$ cat config.mk
export PLATFORM = sky130hd
export DESIGN_NAME = reg_file_2r1w
export DESIGN_NICKNAME = d
export VERILOG_FILES = /design/src/rtl/reg_file_pkg.sv /design/src/rtl/reg_file_rd_port.sv /design/src/rtl/reg_file_2r1w.sv
export SDC_FILE = /design/constraint.sdc
export NUM_CORES = 1
export LEC_CHECK = 0
export ABC_AREA = 1
export CORE_MARGIN = 5
export CORE_UTILIZATION = 60
export DETAILED_ROUTE_END_ITERATION = 10
export PLACE_DENSITY = 0.81
export SYNTH_ARGS = -nofsm -noshare
export SYNTH_HDL_FRONTEND = slang
export SYNTH_HIERARCHICAL = 1
export SYNTH_SLANG_ARGS = --single-unit
$ cat constraint.sdc
create_clock -name CLK -period 2.7 [get_ports CLK]
set_input_delay 0.405 -clock CLK [delete_from_list [all_inputs] [get_ports CLK]]
set_output_delay 0.405 -clock CLK [all_outputs]
set_load 0.01 [all_outputs]
$ cat src/rtl/reg_file_pkg.sv
// Shared defaults and the address-width helper for the 2-read/1-write register file.
package reg_file_pkg;

  localparam int DEF_WIDTH = 16;
  localparam int DEF_DEPTH = 8;

  // Smallest r with (1 << r) >= value; callers always pass value >= 2.
  function automatic int clog2(input int value);
    int r;
    r = 0;
    for (int i = 0; i < 31; i++) begin
      if ((1 << i) < value) r = i + 1;
    end
    return r;
  endfunction

endpackage

$ cat src/rtl/reg_file_rd_port.sv
// One registered read port: range check, write-first bypass, output register and valid flag.
module reg_file_rd_port
  import reg_file_pkg::*;
#(
  parameter int WIDTH  = DEF_WIDTH,
  parameter int DEPTH  = DEF_DEPTH,
  parameter int ADDR_W = clog2(DEPTH)
) (
  input  logic                   CLK,
  input  logic                   RST,
  input  logic                   Clear,
  input  logic                   RdEn,
  input  logic [ADDR_W-1:0]      RdAddr,
  input  logic [DEPTH*WIDTH-1:0] memFlat,
  input  logic                   wrFire,
  input  logic [ADDR_W-1:0]      WrAddr,
  input  logic [WIDTH-1:0]       WrData,
  output logic [WIDTH-1:0]       RdData,
  output logic                   RdValid,
  output logic                   rdErr
);

  localparam logic [ADDR_W:0] DepthLim = (ADDR_W + 1)'(DEPTH);

  logic              inRange;
  logic              bypass;
  logic [WIDTH-1:0]  storedWord;
  logic [WIDTH-1:0]  nextData;

  assign inRange = ({1'b0, RdAddr} < DepthLim);
  // wrFire already implies an in-range write address, so equality alone is enough.
  assign bypass  = wrFire && (WrAddr == RdAddr);
  assign rdErr   = RdEn && !inRange;

  always_comb begin
    storedWord = '0;
    for (int i = 0; i < DEPTH; i++) begin
      if (inRange && (int'(RdAddr) == i)) storedWord = memFlat[i*WIDTH +: WIDTH];
    end
  end

  always_comb begin
    nextData = storedWord;
    if (Clear || !inRange) nextData = '0;
    else if (bypass)       nextData = WrData;
  end

  always_ff @(posedge CLK or negedge RST) begin
    if (!RST) begin
      RdData  <= '0;
      RdValid <= 1'b0;
    end else begin
      RdValid <= RdEn;
      if (RdEn) RdData <= nextData;
    end
  end

endmodule

$ cat src/rtl/reg_file_2r1w.sv
// Register file with one write port and two independent registered read ports.
module reg_file_2r1w
  import reg_file_pkg::*;
#(
  parameter int WIDTH = DEF_WIDTH,
  parameter int DEPTH = DEF_DEPTH
) (
  input  logic                        CLK,
  input  logic                        RST,
  input  logic                        Clear,
  input  logic                        WrEn,
  input  logic [clog2(DEPTH)-1:0]     WrAddr,
  input  logic [WIDTH-1:0]            WrData,
  input  logic                        RdEnA,
  input  logic                        RdEnB,
  input  logic [clog2(DEPTH)-1:0]     RdAddrA,
  input  logic [clog2(DEPTH)-1:0]     RdAddrB,
  output logic [WIDTH-1:0]            RdDataA,
  output logic [WIDTH-1:0]            RdDataB,
  output logic                        RdValidA,
  output logic                        RdValidB,
  output logic                        AddrErr
);

  localparam int ADDR_W = clog2(DEPTH);
  localparam logic [ADDR_W:0] DepthLim = (ADDR_W + 1)'(DEPTH);

  logic [WIDTH-1:0]       regs [DEPTH];
  logic [DEPTH*WIDTH-1:0] memFlat;
  logic                   wrInRange;
  logic                   wrFire;
  logic                   wrErr;
  logic                   rdErrA;
  logic                   rdErrB;

  assign wrInRange = ({1'b0, WrAddr} < DepthLim);
  assign wrFire    = WrEn && !Clear && wrInRange;
  assign wrErr     = WrEn && !wrInRange;

  always_ff @(posedge CLK or negedge RST) begin
    if (!RST) begin
      for (int i = 0; i < DEPTH; i++) regs[i] <= '0;
    end else if (Clear) begin
      for (int i = 0; i < DEPTH; i++) regs[i] <= '0;
    end else if (wrFire) begin
      regs[WrAddr] <= WrData;
    end
  end

  always_comb begin
    memFlat = '0;
    for (int i = 0; i < DEPTH; i++) memFlat[i*WIDTH +: WIDTH] = regs[i];
  end

  // Clear wins over any error raised in the same cycle.
  always_ff @(posedge CLK or negedge RST) begin
    if (!RST)                          AddrErr <= 1'b0;
    else if (Clear)                    AddrErr <= 1'b0;
    else if (wrErr || rdErrA || rdErrB) AddrErr <= 1'b1;
  end

  reg_file_rd_port #(.WIDTH(WIDTH), .DEPTH(DEPTH), .ADDR_W(ADDR_W)) u_port_a (
    .CLK     (CLK),
    .RST     (RST),
    .Clear   (Clear),
    .RdEn    (RdEnA),
    .RdAddr  (RdAddrA),
    .memFlat (memFlat),
    .wrFire  (wrFire),
    .WrAddr  (WrAddr),
    .WrData  (WrData),
    .RdData  (RdDataA),
    .RdValid (RdValidA),
    .rdErr   (rdErrA)
  );

  reg_file_rd_port #(.WIDTH(WIDTH), .DEPTH(DEPTH), .ADDR_W(ADDR_W)) u_port_b (
    .CLK     (CLK),
    .RST     (RST),
    .Clear   (Clear),
    .RdEn    (RdEnB),
    .RdAddr  (RdAddrB),
    .memFlat (memFlat),
    .wrFire  (wrFire),
    .WrAddr  (WrAddr),
    .WrData  (WrData),
    .RdData  (RdDataB),
    .RdValid (RdValidB),
    .rdErr   (rdErrB)
  );

endmodule
==> impl_metrics.csv, run 1 <==
group,metric,value,unit
run_status,outcome,"complete, no violations",
sta,relSlewSlack,39.61,%
min_path,min_path_cells,1,
placement,gp_congestion,0.9610,
cts,cts.path.max_buffers,2,
pwr,p_int,4.121,mW
die,die_height,137.6,um
routing,drcViolationCount,0,
yosys,synth_area,0.009773,mm2
sta,slew_viol_final,0,
yosys,synth_edf_count,0,
cts,cts_resized,0,
yosys,yosys-mux-area-fraction,0,%
global_route,grt_start_max_net_pins,91,
pwr,ir_drop,0.4394,mV
job,cap_viol_max_count,0,
cts,clk_pin_slew,0.07,ns
min_path,hp-class,"in -> reg",
critical_path,r2r-end,"u_port_b/RdData[2]",
sta,fin_crit_sh,84.98,%
global_route,grt_pass1_wl,51050,um
sta,skew,0.009435,ns
yosys,yosys_most_used_dff,"dfrtp_1",
sta,holdWs,0.4550,ns
routing,drt_iter0_markers,1582,
min_path,hp-start,"RdEnB",
yosys,synth_cells,1379,
critical_path,worst_ep_required_time,3.03,ns
cts,hold_buffers,1,
global_route,grt.overflow.total,0,
cts,cts_setup_buffers,0,
yosys,synth_commonest_cells,"nand2_1 (467), nand3_1 (178), dfrtp_1 (163)",
yosys,synth_top_area_share,41.74,%
yosys,ys_seq_area_share,41.74,%
critical_path,rr_worst_depth,8,
yosys,synth_top_family_by_area,"simple AND/OR/NAND/NOR gates",
yosys,synth_cell_types,34,
yosys,yosys.area.top_type,"dfrtp_1",
pwr,pwr_density_cell,511.6,mW/mm2
yosys,synth-seq-cells,163,
pwr,pwr-share-seq,44.7,%
cts,cts-root-buf,"clkbuf_16",
die,start_util,61.30,%
critical_path,critPathKind,"in -> reg",
sta,tightest_slew,0.9025,ns
sta,finalSetupViolations,0,
routing,viasPerCell,6.198,
yosys,synth-compound-area-share,2.650,%
yosys,yosys.area_share.simple,44.87,%
routing,drt_wl_total,32360,um
yosys,async_flop_share,100.0,%
die,num_rows,46,
layout,multiInputGateArea,0.004669,mm2
yosys,netlist_top_cells_area,"dfrtp_1 (42%), nand2_1 (18%), nand3_1 (9.1%)",
critical_path,critPathArrivalTime,2.62,ns
layout,fill_cells,1317,
die,core_area,0.01594,mm2
pwr,clkPwrFrac,42.2,%
layout,layout-drive-gt1-share,9.597,%
pwr,p_total,5.715,mW
placement,portBuffers,65,
critical_path,cp_max_fo,17,
global_route,grt_pass1_vias,9573,
routing,drtAntennaViolNets,0,
sta,finalCriticalPeriod,2.295,ns
yosys,yosys_warnings,6,
sta,rsz0062_at_grt,"no",
cts,cts_sinks,163,
layout,area_growth,14.29,%
global_route,grt_usage,35.19,%
cts,htree_levels,4,
die,fp.dieArea,0.01894,mm2
layout,diodes,0,
yosys,yosys.area_share.adder,0,%
sta,tns,0,ns
yosys,syn-num-nets,1410,
critical_path,r2r_start,"memFlat[18]",
critical_path,startpoint_type,"input port",
die,die_w,137.6,um
cts,cts_inserted_buffers,17,
die,ios,66,
sta,max_freq,0.4358,GHz
routing,dr_total_vias,10251,
yosys,avgSynthCellArea,7.087,um2
placement,placed_area,0.01058,mm2
pwr,p_sw_share,27.88,%
layout,seq_area,0.004079,mm2
cts,worst_skew_pair.late_latency,0.43,ns
cts,cts_tree,"built",
routing,wl_per_cell,19.56,um
pwr,p_sw,1.593,mW
yosys,yosysMostFrequentCell,"nand2_1",
pwr,leakagePower,5.740,nW
placement,dp_hpwl,21090,um
layout,nets,1456,
yosys,synth-xor-area-share,0.1792,%
global_route,antenna_found_initial,0,
min_path,min_to,"u_port_b/RdValid",
pwr,comb_power_share,13.1,%
routing,first_pass_iters,9,
sta,hold_viol,0,
critical_path,r2r_setup_slack,1.34,ns
critical_path,endpoint_kind,"flip-flop",
layout,final_area,0.01117,mm2
==> metrics by stage <==
step                worst slack, ns  cells  util (%)
floorplan                     1.069   1379         -
global placement             0.1420   1621     66.36
detailed placement          0.07516   1621     66.36
CTS                          0.5250   1654     70.06
global route                 0.3124   1654     70.06
finish                       0.4055   1654     70.06
==> power groups by stage <==
stage               Sequential (mW)  Combinational (mW)  Clock [mW]
finish                         2.55               0.751        2.41
global route                   2.56               0.805        2.53
CTS                            2.55               0.731        2.42
detailed placement             2.60               0.727           0
global placement               2.59               0.718           0
floorplan                      2.60               0.404           0
==> placed cells by master, fill, tap and decap left out, types with 2 or more instances in the layout <==
cell,instances
or2_2,5
o21ai_1,20
clkinvlp_4,5
clkbuf_1,3
inv_4,3
inv_6,3
o211ai_1,5
nand2_2,5
nor3_4,6
clkinv_4,2
nor2_2,8
nand4_2,4
conb_1,2
o21ai_0,12
buf_12,2
dfrtp_1,163
nor2_1,123
xnor2_1,2
nand3_1,178
nor3_2,4
inv_2,10
inv_1,115
clkbuf_16,17
a21oi_1,10
buf_4,48
clkdlybuf4s50_1,64
nor2_8,4
nand3_2,4
bufinv_16,2
nand4_1,132
nand2_1,467
==> critical path, stage by stage <==
cell and delay [ns]:
clkdlybuf4s50_1 0.64, nand2_2 0.24, inv_1 0.12, a21boi_2 0.17, nand2_2 0.10, nor2_8 0.29
inv_2 0.21, o21ai_0 0.22, inv_1 0.07, nand2_1 0.08, nand2_1 0.05
==> metal layers <==
layer	track usage, %	share of wire (%)	up-vias
met4	18.96	5.9	0
met3	7.487	12	182
met2	53.77	46	749
met1	46.89	36	4746
met5	0	0	-
li1	-	-	4574
==> kinds of logic (layout without fill, tap and decap cells) <==
group / after synthesis / count (layout)
and+or+nand+nor: 944 / 944
AOI/OAI and AO/OA: 48 / 48
xor gates and xnor gates: 2 / 2
DFF: 163 / 163
other: 2 / 2
buffers and inverters: 220 / 279
==> flip-flops by register name, indices dropped and copies added (netlist names) <==
signal,cells
u_port_b/RdValid,1
memFlat,128
u_port_a/RdValid,1
AddrErr,1
u_port_a/RdData,16
u_port_b/RdData,16
==> worst max-delay path by stage <==
stage / cells after the start / to / from
after CTS: 11 / u_port_b/RdData[13] / WrEn
after global placement: 11 / u_port_b/RdData[2] / WrEn
after detailed placement: 11 / u_port_b/RdData[13] / WrEn
after floorplan: 12 / u_port_b/RdData[15] / WrEn
after global routing: 11 / u_port_b/RdData[13] / WrEn
final: 11 / u_port_b/RdData[13] / WrEn
==> cell type report <==
cell class / instances / area share, %
clock buffer: 21 / 4.033
clock inverter: 11 / 1.154
inverter: 131 / 4.559
multi-input combinational: 996 / 41.81
sequential: 163 / 36.52
tap: 216 / 2.420
timing repair buffer: 116 / 9.510
Note: power is estimated with default switching activity, not from simulation.
==> inputs of run 2 (changes only) <==
CORE_UTILIZATION = 54   (was 60)
PLACE_DENSITY = 0.77   (was 0.81)
clock period = 2 ns   (was 2.7 ns; I/O delays follow)
==> run 2 against run 1 <==
- cell area is 7.2% higher
- die area is 10% higher
- cell count is 4.2% higher
- setup slack got worse by 0.18 ns
- critical path type unchanged
- largest power group is now clock
==> impl_metrics.csv, run 2 (synthesis results as in run 1) <==
group,metric,value,unit
global_route,grt_start_max_net_pins,51,
min_path,min_path_cells,1,
die,num_rows,49,
sta,fin_crit_sh,88.52,%
global_route,top_usage_layer,"met2",
layout,seq_area,0.004079,mm2
sta,relSlewSlack,36.46,%
layout,layout-drive-gt1-share,13.19,%
layout,fill_cells,1529,
die,ios,66,
critical_path,worst_ep_required_time,2.32,ns
layout,area_growth,22.56,%
die,die_w,144.5,um
routing,drtAntennaViolNets,0,
routing,first_pass_iters,9,
routing,dr_total_vias,10148,
global_route,antenna_found_initial,0,
die,start_util,54.59,%
critical_path,startpoint_type,"input port",
placement,place_ws,-0.1423,ns
routing,drcViolationCount,0,
layout,final_cell_mix,"nand2_1 (467), nand3_1 (178), dfrtp_1 (163)",
sta,slew_viol_final,0,
critical_path,endpoint_kind,"flip-flop",
global_route,use_met3,4.894,%
layout,diodes,0,
layout,multiInputGateArea,0.004669,mm2
routing,drt_iter0_markers,1384,
sta,finalSetupViolations,0,
die,fp.dieArea,0.02089,mm2
pwr,leakagePower,6.165,nW
placement,dp_hpwl,23210,um
die,die_height,144.5,um
layout,postLayoutCoreUtil,66.91,%
critical_path,critPathKind,"in -> reg",
die,core_area,0.01790,mm2
pwr,pwr_density_cell,673.5,mW/mm2
pwr,ir_drop,0.7038,mV
cts,cts_inserted_buffers,17,
sta,setup_ws,0.2297,ns
global_route,grt.overflow.total,0,
sta,finalCriticalPeriod,1.770,ns
sta,tns,0,ns
global_route,grt_pass1_wl,52000,um
global_route,grt_util_met1,44.21,%
sta,hold_viol,0,
routing,viasPerCell,5.890,
job,cap_viol_max_count,0,
sta,rsz0062_at_grt,"no",
global_route,use_met2,51.52,%
placement,portBuffers,65,
placement,gp_congestion,0.9478,
cts,cts_tree,"built",
cts,worst_skew_pair.late_latency,0.43,ns
routing,wl_per_cell,19.34,um
global_route,grt_usage,32.29,%
run_status,outcome,"complete, no violations",
layout,layout_commonest_cell,"nand2_1",
cts,cts.path.max_buffers,2,
cts,htree_levels,4,
sta,holdWs,0.3594,ns
cts,cts_sinks,163,
critical_path,rr_worst_depth,8,
min_path,hp-class,"in -> reg",
layout,largest_reg_flops,128,
sta,skew,0.007187,ns
critical_path,cp_max_fo,15,
routing,drt_wl_total,33320,um
critical_path,critPathArrivalTime,2.09,ns
sta,tightest_slew,0.9496,ns
cts,cts_resized,0,
global_route,grt_pass1_vias,9542,
layout,nets,1513,
sta,max_freq,0.5649,GHz
cts,cts-root-buf,"clkbuf_16",
cts,clk_pin_slew,0.06,ns
==> run 2: changes by cell type in the layout (fill, tap and decap cells not counted) <==
| cell | previous run | this run |
|---|---|---|
| buf_12 | 2 | 28 |
| buf_4 | 48 | 79 |
| bufinv_16 | 2 | 3 |
| clkbuf_1 | 3 | 0 |
| clkbuf_8 | 1 | 3 |
| clkinv_2 | 1 | 2 |
| clkinv_4 | 2 | 4 |
| clkinvlp_4 | 5 | 1 |
==> run 2: repair_timing <==
| item | CTS | global route |
|---|---|---|
| endpoints found under the hold margin | 46 | 0 |
| endpoints found under the setup margin | 0 | 0 |
| buffers inserted | 0 | 0 |
| hold buffers | 1 | 0 |
==> run 2: worst max-delay path: stages <==
cell and delay, ns:
clkdlybuf4s50_1 0.40, buf_4 0.18, nor2_4 0.36, nand2_1 0.16, buf_4 0.22, or2_0 0.20, nand2_1 0.07, nand4_1 0.08
nand2_1 0.07, nand2_1 0.04
==> run 2: layer usage <==
layer | wire length (um) | vias up | part of all wire (%)
met4 | 1470 | 0 | 4.4
met2 | 15520 | 614 | 47
li1 | - | 4682 | -
met1 | 13050 | 4725 | 39
met5 | 0 | - | 0
met3 | 3273 | 127 | 9.8
==> run 2: cell type report <==
class                           count  share of cell area, %
Multi-Input combinational cell    996                  38.98
Sequential cell                   163                  34.05
Timing Repair Buffer              173                  15.16
Inverter                          131                  4.252
Clock buffer                       20                  3.896
Tap cell                          229                  2.392
Clock inverter                     11                  1.264
==> run 2: stage by stage <==
| stage | area (um2) | cells | total power [mW] |
|---|---|---|---|
| CTS | 11980 | 1723 | 8.061 |
| global placement | 11350 | 1691 | 4.614 |
| floorplan | 9773 | 1379 | 4.049 |
| finish | 11980 | 1723 | 8.067 |
| global route | 11980 | 1723 | 8.324 |
| detailed placement | 11350 | 1691 | 4.627 |
==> run 2: where the power goes <==
part	leakage [nW]	switching [mW]	total [mW]	internal [mW]
Combinational	3.61	0.731	1.15	0.418
Clock	0.302	1.40	3.47	2.07
Sequential	2.25	0.0679	3.45	3.38
==> run 2: worst paths after layout <==
check / start / endpoint / slack (ns)
max in group asynchronous: RST / memFlat[124] / 0.95
max reg2reg: memFlat[20] / u_port_b/RdData[4] / 0.70
min reg2reg: u_port_a/RdData[4] / u_port_a/RdData[4] / 0.48
max: RdAddrA[0] / u_port_a/RdData[10] / 0.23
min: RdEnA / u_port_a/RdValid / 0.36
min in group asynchronous: RST / memFlat[7] / 0.40
